==> src/rtl/cc_cond_unit_if.sv <==
// ALU-to-condition-unit bus: ALU result/flags, pipeline controls, condition request
// and the registered condition-code outputs.
interface cc_cond_unit_if #(
    parameter int unsigned WIDTH = 64
);
    logic             alu_valid;
    logic             set_cc;
    logic             stall;
    logic             bubble;
    logic [WIDTH-1:0] alu_out;
    logic             alu_of;
    logic             cond_req;
    logic [3:0]       ifun;
    logic [2:0]       cc;
    logic             cnd;
    logic             cnd_valid;
    logic             cnd_illegal;
    logic [15:0]      cc_updates;

    modport master (
        output alu_valid, set_cc, stall, bubble, alu_out, alu_of, cond_req, ifun,
        input  cc, cnd, cnd_valid, cnd_illegal, cc_updates
    );

    modport slave (
        input  alu_valid, set_cc, stall, bubble, alu_out, alu_of, cond_req, ifun,
        output cc, cnd, cnd_valid, cnd_illegal, cc_updates
    );
endinterface

==> src/rtl/cc_cond_unit.sv <==
// Y86-64 condition-code register and jXX/cmovXX condition evaluator, fed by the
// execute-stage ALU; honours stall (hold everything) and bubble (squash).
module cc_cond_unit #(
    parameter int unsigned WIDTH    = 64,
    parameter logic [2:0]  RESET_CC = 3'b100
) (
    input logic           clk,
    input logic           rst,
    cc_cond_unit_if.slave bus
);
    logic [2:0]  cc_q, cc_d;
    logic        cnd_q, cnd_d;
    logic        cnd_valid_q;
    logic        cnd_illegal_q, cnd_illegal_d;
    logic [15:0] cc_updates_q, cc_updates_d;
    logic        upd, req, zf, sf, of, lt;

    assign upd = bus.alu_valid & bus.set_cc & ~bus.stall & ~bus.bubble;
    assign req = bus.cond_req & ~bus.stall & ~bus.bubble;

    assign zf = cc_q[2];
    assign sf = cc_q[1];
    assign of = cc_q[0];
    assign lt = sf ^ of;

    always_comb begin
        cc_d = cc_q;
        if (upd) begin
            cc_d = {(bus.alu_out == '0), bus.alu_out[WIDTH-1], bus.alu_of};
        end
        cc_updates_d = cc_updates_q;
        if (upd && (cc_updates_q != '1)) begin
            cc_updates_d = cc_updates_q + 16'd1;
        end
    end

    // Evaluated against cc_q so a same-cycle update cannot affect the result.
    always_comb begin
        cnd_d         = 1'b0;
        cnd_illegal_d = 1'b0;
        case (bus.ifun)
            4'd0:    cnd_d = 1'b1;
            4'd1:    cnd_d = lt | zf;
            4'd2:    cnd_d = lt;
            4'd3:    cnd_d = zf;
            4'd4:    cnd_d = ~zf;
            4'd5:    cnd_d = ~lt;
            4'd6:    cnd_d = ~lt & ~zf;
            default: cnd_illegal_d = 1'b1;
        endcase
    end

    always_ff @(posedge clk or posedge rst) begin
        if (rst) begin
            cc_q          <= RESET_CC;
            cnd_q         <= 1'b0;
            cnd_valid_q   <= 1'b0;
            cnd_illegal_q <= 1'b0;
            cc_updates_q  <= '0;
        end else if (!bus.stall) begin
            cc_q         <= cc_d;
            cnd_valid_q  <= req;
            cc_updates_q <= cc_updates_d;
            if (req) begin
                cnd_q         <= cnd_d;
                cnd_illegal_q <= cnd_illegal_d;
            end
        end
    end

    assign bus.cc          = cc_q;
    assign bus.cnd         = cnd_q;
    assign bus.cnd_valid   = cnd_valid_q;
    assign bus.cnd_illegal = cnd_illegal_q;
    assign bus.cc_updates  = cc_updates_q;
endmodule

==> src/flat_wrapper.sv <==
// flat-port wrapper written by rule: the top's interface ports become plain ports
module cc_cond_unit_flat 
#(
    parameter int unsigned WIDTH    = 64,
    parameter logic [2:0]  RESET_CC = 3'b100
)
  (clk, rst, bus_alu_valid, bus_set_cc, bus_stall, bus_bubble, bus_alu_out, bus_alu_of, bus_cond_req, bus_ifun, bus_cc, bus_cnd, bus_cnd_valid, bus_cnd_illegal, bus_cc_updates);
  cc_cond_unit_if #(.WIDTH(WIDTH)) bus_i ();
  input logic clk;
  input logic rst;
  input wire logic [$bits(bus_i.alu_valid)-1:0] bus_alu_valid;
  input wire logic [$bits(bus_i.set_cc)-1:0] bus_set_cc;
  input wire logic [$bits(bus_i.stall)-1:0] bus_stall;
  input wire logic [$bits(bus_i.bubble)-1:0] bus_bubble;
  input wire logic [$bits(bus_i.alu_out)-1:0] bus_alu_out;
  input wire logic [$bits(bus_i.alu_of)-1:0] bus_alu_of;
  input wire logic [$bits(bus_i.cond_req)-1:0] bus_cond_req;
  input wire logic [$bits(bus_i.ifun)-1:0] bus_ifun;
  output wire logic [$bits(bus_i.cc)-1:0] bus_cc;
  output wire logic [$bits(bus_i.cnd)-1:0] bus_cnd;
  output wire logic [$bits(bus_i.cnd_valid)-1:0] bus_cnd_valid;
  output wire logic [$bits(bus_i.cnd_illegal)-1:0] bus_cnd_illegal;
  output wire logic [$bits(bus_i.cc_updates)-1:0] bus_cc_updates;
  assign bus_i.alu_valid = bus_alu_valid;
  assign bus_i.set_cc = bus_set_cc;
  assign bus_i.stall = bus_stall;
  assign bus_i.bubble = bus_bubble;
  assign bus_i.alu_out = bus_alu_out;
  assign bus_i.alu_of = bus_alu_of;
  assign bus_i.cond_req = bus_cond_req;
  assign bus_i.ifun = bus_ifun;
  assign bus_cc = bus_i.cc;
  assign bus_cnd = bus_i.cnd;
  assign bus_cnd_valid = bus_i.cnd_valid;
  assign bus_cnd_illegal = bus_i.cnd_illegal;
  assign bus_cc_updates = bus_i.cc_updates;
  cc_cond_unit #(.WIDTH(WIDTH), .RESET_CC(RESET_CC)) u_core (.clk(clk), .rst(rst), .bus(bus_i));
endmodule
==> config.mk <==
export PLATFORM = sky130hd
export DESIGN_NAME = cc_cond_unit_flat
export DESIGN_NICKNAME = d
export VERILOG_FILES = /design/src/rtl/cc_cond_unit_if.sv /design/src/rtl/cc_cond_unit.sv /design/src/flat_wrapper.sv
export SDC_FILE = /design/constraint.sdc
export NUM_CORES = 1
export LEC_CHECK = 0
export CAP_MARGIN = 40
export CORE_MARGIN = 1.5
export CORE_UTILIZATION = 36
export DETAILED_ROUTE_END_ITERATION = 8
export PLACE_DENSITY = 0.86
export SYNTH_ARGS = -nofsm -noshare
export SYNTH_HDL_FRONTEND = slang
export SYNTH_SLANG_ARGS = --single-unit
==> constraint.sdc <==
create_clock -name clk -period 3.2 [get_ports clk]
set_input_delay 0.96 -clock clk [delete_from_list [all_inputs] [get_ports clk]]
set_output_delay 0.96 -clock clk [all_outputs]
set_load 0.01 [all_outputs]
---- Yosys cells after proc, flatten, opt, wreduce, memory -nomap -nowiden ----
Cells that the tools add are included.
word-level totals
  bits in registers ....................... 22
cells by class
  bitwise operators ....................... 12
  add/subtract/negate cells ............... 1
  reduce and logical (&&, ||, !) cells .... 7
  equal/unequal tests ..................... 7
  muxes and demuxes ....................... 2
operators by type and width
  operator                                       count
  logical NOT 64 bit                             1
  adder 16 x 1 -> 16 bit, second input constant  1
  != test 16 bit, second input constant          1
  == test 4 x 3 -> 1 bit, second input constant  3
  == test 4 x 2 -> 1 bit, second input constant  2
  one-hot mux 1 bit (7 select lines)             1
  OR reduction 7 bit                             1
  AND 1 bit                                      6
  AND reduction 2 bit                            3
  == test 4 x 1 -> 1 bit, second input constant  1
  logical NOT 4 bit                              1
  inverter 1 bit                                 4
  logical AND 1 bit                              1
  two-way mux 1 bit                              1
  bitwise OR 1 bit                               1
  bitwise XOR 1 bit                              1

---- Logic depth before layout (Yosys ltp) ----
  word-level depth ........................ 5
  gate-level depth with buffers ........... 5

---- Worst setup path after synthesis ----
No wires, ideal clock.
  path kind ............................... input to register
  from .................................... input port bus_bubble
  to ...................................... register u_core.cc_updates_q[15] (netlist: u_core.bus.cc_updates[15])
  cell stages on the path ................. 5
  library setup time ...................... 0.128 ns
  path slack .............................. 0.877 ns
  arrival time ............................ 2.195 ns
  cells stage by stage .................... nand4bb_4 or3_1 buf_2 nor3_2 mux2_1
between the ends
  longest elaborated chain between the ends .. 4
ends and longest elaborated chain
  what                           line                source
  start: declaration             flat_wrapper.sv:14  input wire logic [$bits(bus_i.bubble)-1:0] bus_bubble;
  inverter 1 bit                 cc_cond_unit.sv:18  assign upd = bus.alu_valid & bus.set_cc & ~bus.stall & ~bus.bubble;
  AND 1 bit                      cc_cond_unit.sv:18
  logical AND 1 bit              cc_cond_unit.sv:32  if (upd && (cc_updates_q != '1)) begin
  AND reduction 2 bit (no line)  -
  end signal: assignment         cc_cond_unit.sv:63  cc_updates_q <= cc_updates_d;
  end: declaration               cc_cond_unit.sv:15  logic [15:0] cc_updates_q, cc_updates_d;
Every way passes these cells.
A chain may end at the register's enable or synchronous reset.

---- Final worst setup path ----
  from .................................... input port bus_stall
  to ...................................... register u_core.cc_updates_q[15] (netlist: u_core.bus.cc_updates[15])
between the ends
  longest elaborated chain between the ends .. 5
ends and longest elaborated chain
  what                             line                source
  start: declaration               flat_wrapper.sv:13  input wire logic [$bits(bus_i.stall)-1:0] bus_stall;
  inverter 1 bit (no line) *       -
  AND 1 bit (2 in series)          cc_cond_unit.sv:18
  logical AND 1 bit                cc_cond_unit.sv:32
  AND reduction 2 bit (no line) *  -
Every way passes the cells marked *; elsewhere a longest branch is shown, timed or not.

==> flow_summary.ini <==
[grt]
grt_pass1_wl_mm = 7.286
grt_pass1_vias = 1469
track_usage = 0.2353
grt_max_degree = 23
grt_antenna_before_repair = 0
overflow = 0

[floorplanning]
ios = 98
start_util = 0.3780
die_h_um = 62.19
dieArea_um2 = 3868
core_area_um2 = 3337
rows = 21
die-width_um = 62.19

[pwr]
intPower_mw = 0.5476
p_clk_frac = 0.172
p_comb_frac = 0.368
p_sw_frac = 0.2907
power_switching_mw = 0.2244
vdd_drop_max_mv = 0.4051
pwr-share-seq = 0.460
p_leak_nw = 0.9403
powerDensity_nw_per_um2 = 329.0

[routing]
drc = 0
first_pass_iters = 4
viasPerCell = 5.007
drt-total-wl_mm = 4.364
antenna_left = 0
wl_per_cell_um = 15.53
vias = 1407
drt_iter0_drc = 74

[run]
maxCapViolations = 0

[place]
dpl_cell_area_um2 = 2320
dp.cells = 277
place_ws_ns = 0.3012
portBuffers = 97
gp_routability_congestion = 0.8243
hpwl_mm = 3.636

[finish]
n_antenna_cell = 0
nets = 313
syn2layout_area_growth_pct = 86.01
finalInstanceArea_um2 = 2346
layout-drive-gt1-share = 0.05532
fin_cells = 281

[logic_synthesis]
synth_fp_nets = 210
yosysUniqueCellTypes = 32
async_flop_share = 1.000
synth-edff-count = 0
synth.cell_area_um2 = 1261
synth_flop_cell = dfrtp_1
yosysWarnings = 0
synthCells = 133
seq_area_frac_synth = 0.4375
avgSynthCellArea_um2 = 9.483
ys_ff_latch = 22

[timing]
fin_worst_skew_ns = 0.005338
rsz0062_at_grt = false
hold_viol_final = 0
fin_tns_setup_ns = 0
timing.hold.ws_ns = 0.5057
fmax_mhz = 389.2
worst_slew_pin_slew_ns = 0.4339
slew_viol_final = 0
fin_ws_ns = 0.6306
period_minus_slack_ns = 2.569
fin_crit_sh = 0.8029
relSlewSlack = 0.7085
setup_viol = 0

[cts]
insertion_delay_ns = 0.31
post-cts-setup-buffer-count = 0
clock-sinks = 22
htreeDepth = 1
clk_pin_slew_ns = 0.12
cts_tree = yes
root_buffer = clkbuf_4
ctsHoldBuffers = 0
cts_buffers = 3
cts_resized = 0
clock_path_buffers = 2

[status]
status = finished clean

[critical_path]
cp-startpoint = bus_stall
arrival_ns = 2.77
end_kind = register
r2r-start = u_core.bus.cc_updates[0]
worst-setup-path-type = primary input to register
crit_path_start_kind = primary input
cp_data_required_time_ns = 3.40
critPathMaxFanout = 7

[min_path]
min_from = u_core.bus.cnd_illegal
hold_path.class = register to register
## worst paths after layout
kind	endpoint	slack [ns]	cells past startpoint
max	u_core.bus.cc_updates[15]	0.63	5
min	u_core.bus.cnd_illegal	0.51	2
max reg2reg	u_core.bus.cc_updates[12]	1.39	5
min reg2reg	u_core.bus.cnd_illegal	0.51	2
max in group asynchronous	u_core.bus.cc[2]	1.98	3
min in group asynchronous	u_core.bus.cc_updates[13]	1.00	3
## flip-flops by register name, indices dropped and copies added (netlist names)
signal and cells:
u_core.bus.cnd 1, u_core.bus.cc 3, u_core.bus.cc_updates 16, u_core.bus.cnd_illegal 1, u_core.bus.cnd_valid 1
## placed cells by master, fill, tap and decap left out, types with 2 or more instances in the layout
| cell type | Yosys | routed |
|---|---|---|
| nor3_1 | 6 | 6 |
| mux2_1 | 3 | 3 |
| clkbuf_4 | 0 | 3 |
| dfrtp_1 | 21 | 21 |
| nand3_1 | 3 | 3 |
| nor4_1 | 16 | 16 |
| inv_1 | 4 | 4 |
| nand4_1 | 9 | 9 |
| xor2_1 | 10 | 10 |
| nand2_1 | 22 | 22 |
| a31oi_1 | 2 | 2 |
| or3_1 | 2 | 2 |
| o22ai_1 | 2 | 2 |
| nor2_1 | 8 | 8 |
| clkdlybuf4s50_1 | 0 | 97 |
| a21oi_1 | 2 | 2 |
| xnor2_1 | 2 | 2 |
| nor3_2 | 3 | 3 |
| and3_1 | 2 | 2 |
| o21ai_0 | 2 | 2 |
## final cells by class
class                      instances  area [um^2]
clock buffer                       4        26.28
fill                             271        991.0
inverter                           4        15.01
multi-input combinational        106        689.4
sequential                        22        551.8
tap                               46        57.56
timing repair buffer              99         1006
## cells by family (layout without fill, tap and decap cells)
family                     count (synthesis)  in the layout  synth area share
and+or+nand+nor                           76             76            0.3452
DFF                                       22             22            0.4375
AOI/OAI and AO/OA                         13             13           0.07341
xor gates and xnor gates                  12             12           0.08333
buffers and inverters                      5            107           0.01587
muxes                                      4              4           0.03472
adders and majority gates                  1              1          0.009919
## worst max-delay path, stage by stage
cell and delay, ns:
clkdlybuf4s50_1 0.47, nand4bb_4 0.27, or3_1 0.51, nor3_2 0.22, mux2_1 0.33
## routing by layer
metal	global-route usage	vias to the layer above	routed length, um
li1	-	705	-
met1	0.3105	659	1985
met2	0.3995	39	2158
met3	0.05797	4	178
met4	0.03889	0	42
met5	0	-	0
## per-stage QoR
step	total power, mW	utilization
2_1_floorplan	0.4446	-
3_3_place_gp	0.6328	0.6869
3_5_place_dp	0.6427	0.6952
4_1_cts	0.7754	0.7030
6_report	0.7720	0.7030
5_1_grt	0.8163	0.7030
## Yosys cell counts, drive strengths merged, types with 2 or more instances
library cell	number	area share
a21oi	2	0.0079
a31oi	2	0.0099
and3	2	0.0099
dfrtp	21	0.42
inv	4	0.012
mux2	3	0.027
nand2	22	0.065
nand3	3	0.012
nand4	9	0.045
nor2	8	0.024
nor3	9	0.048
nor4	17	0.089
o21ai	2	0.0079
o22ai	2	0.0099
or3	2	0.0099
xnor2	2	0.014
xor2	10	0.069
## power by group through the flow
stage                     clock, mW  combinational (mW)  sequential [mW]
final                         0.133               0.284            0.355
after global routing          0.147               0.306            0.363
after CTS                     0.134               0.285            0.356
after detailed placement          0               0.283            0.360
after global placement            0               0.272            0.361
after floorplan                   0              0.0728            0.372
No activity file was read; power rests on OpenSTA's default activity.
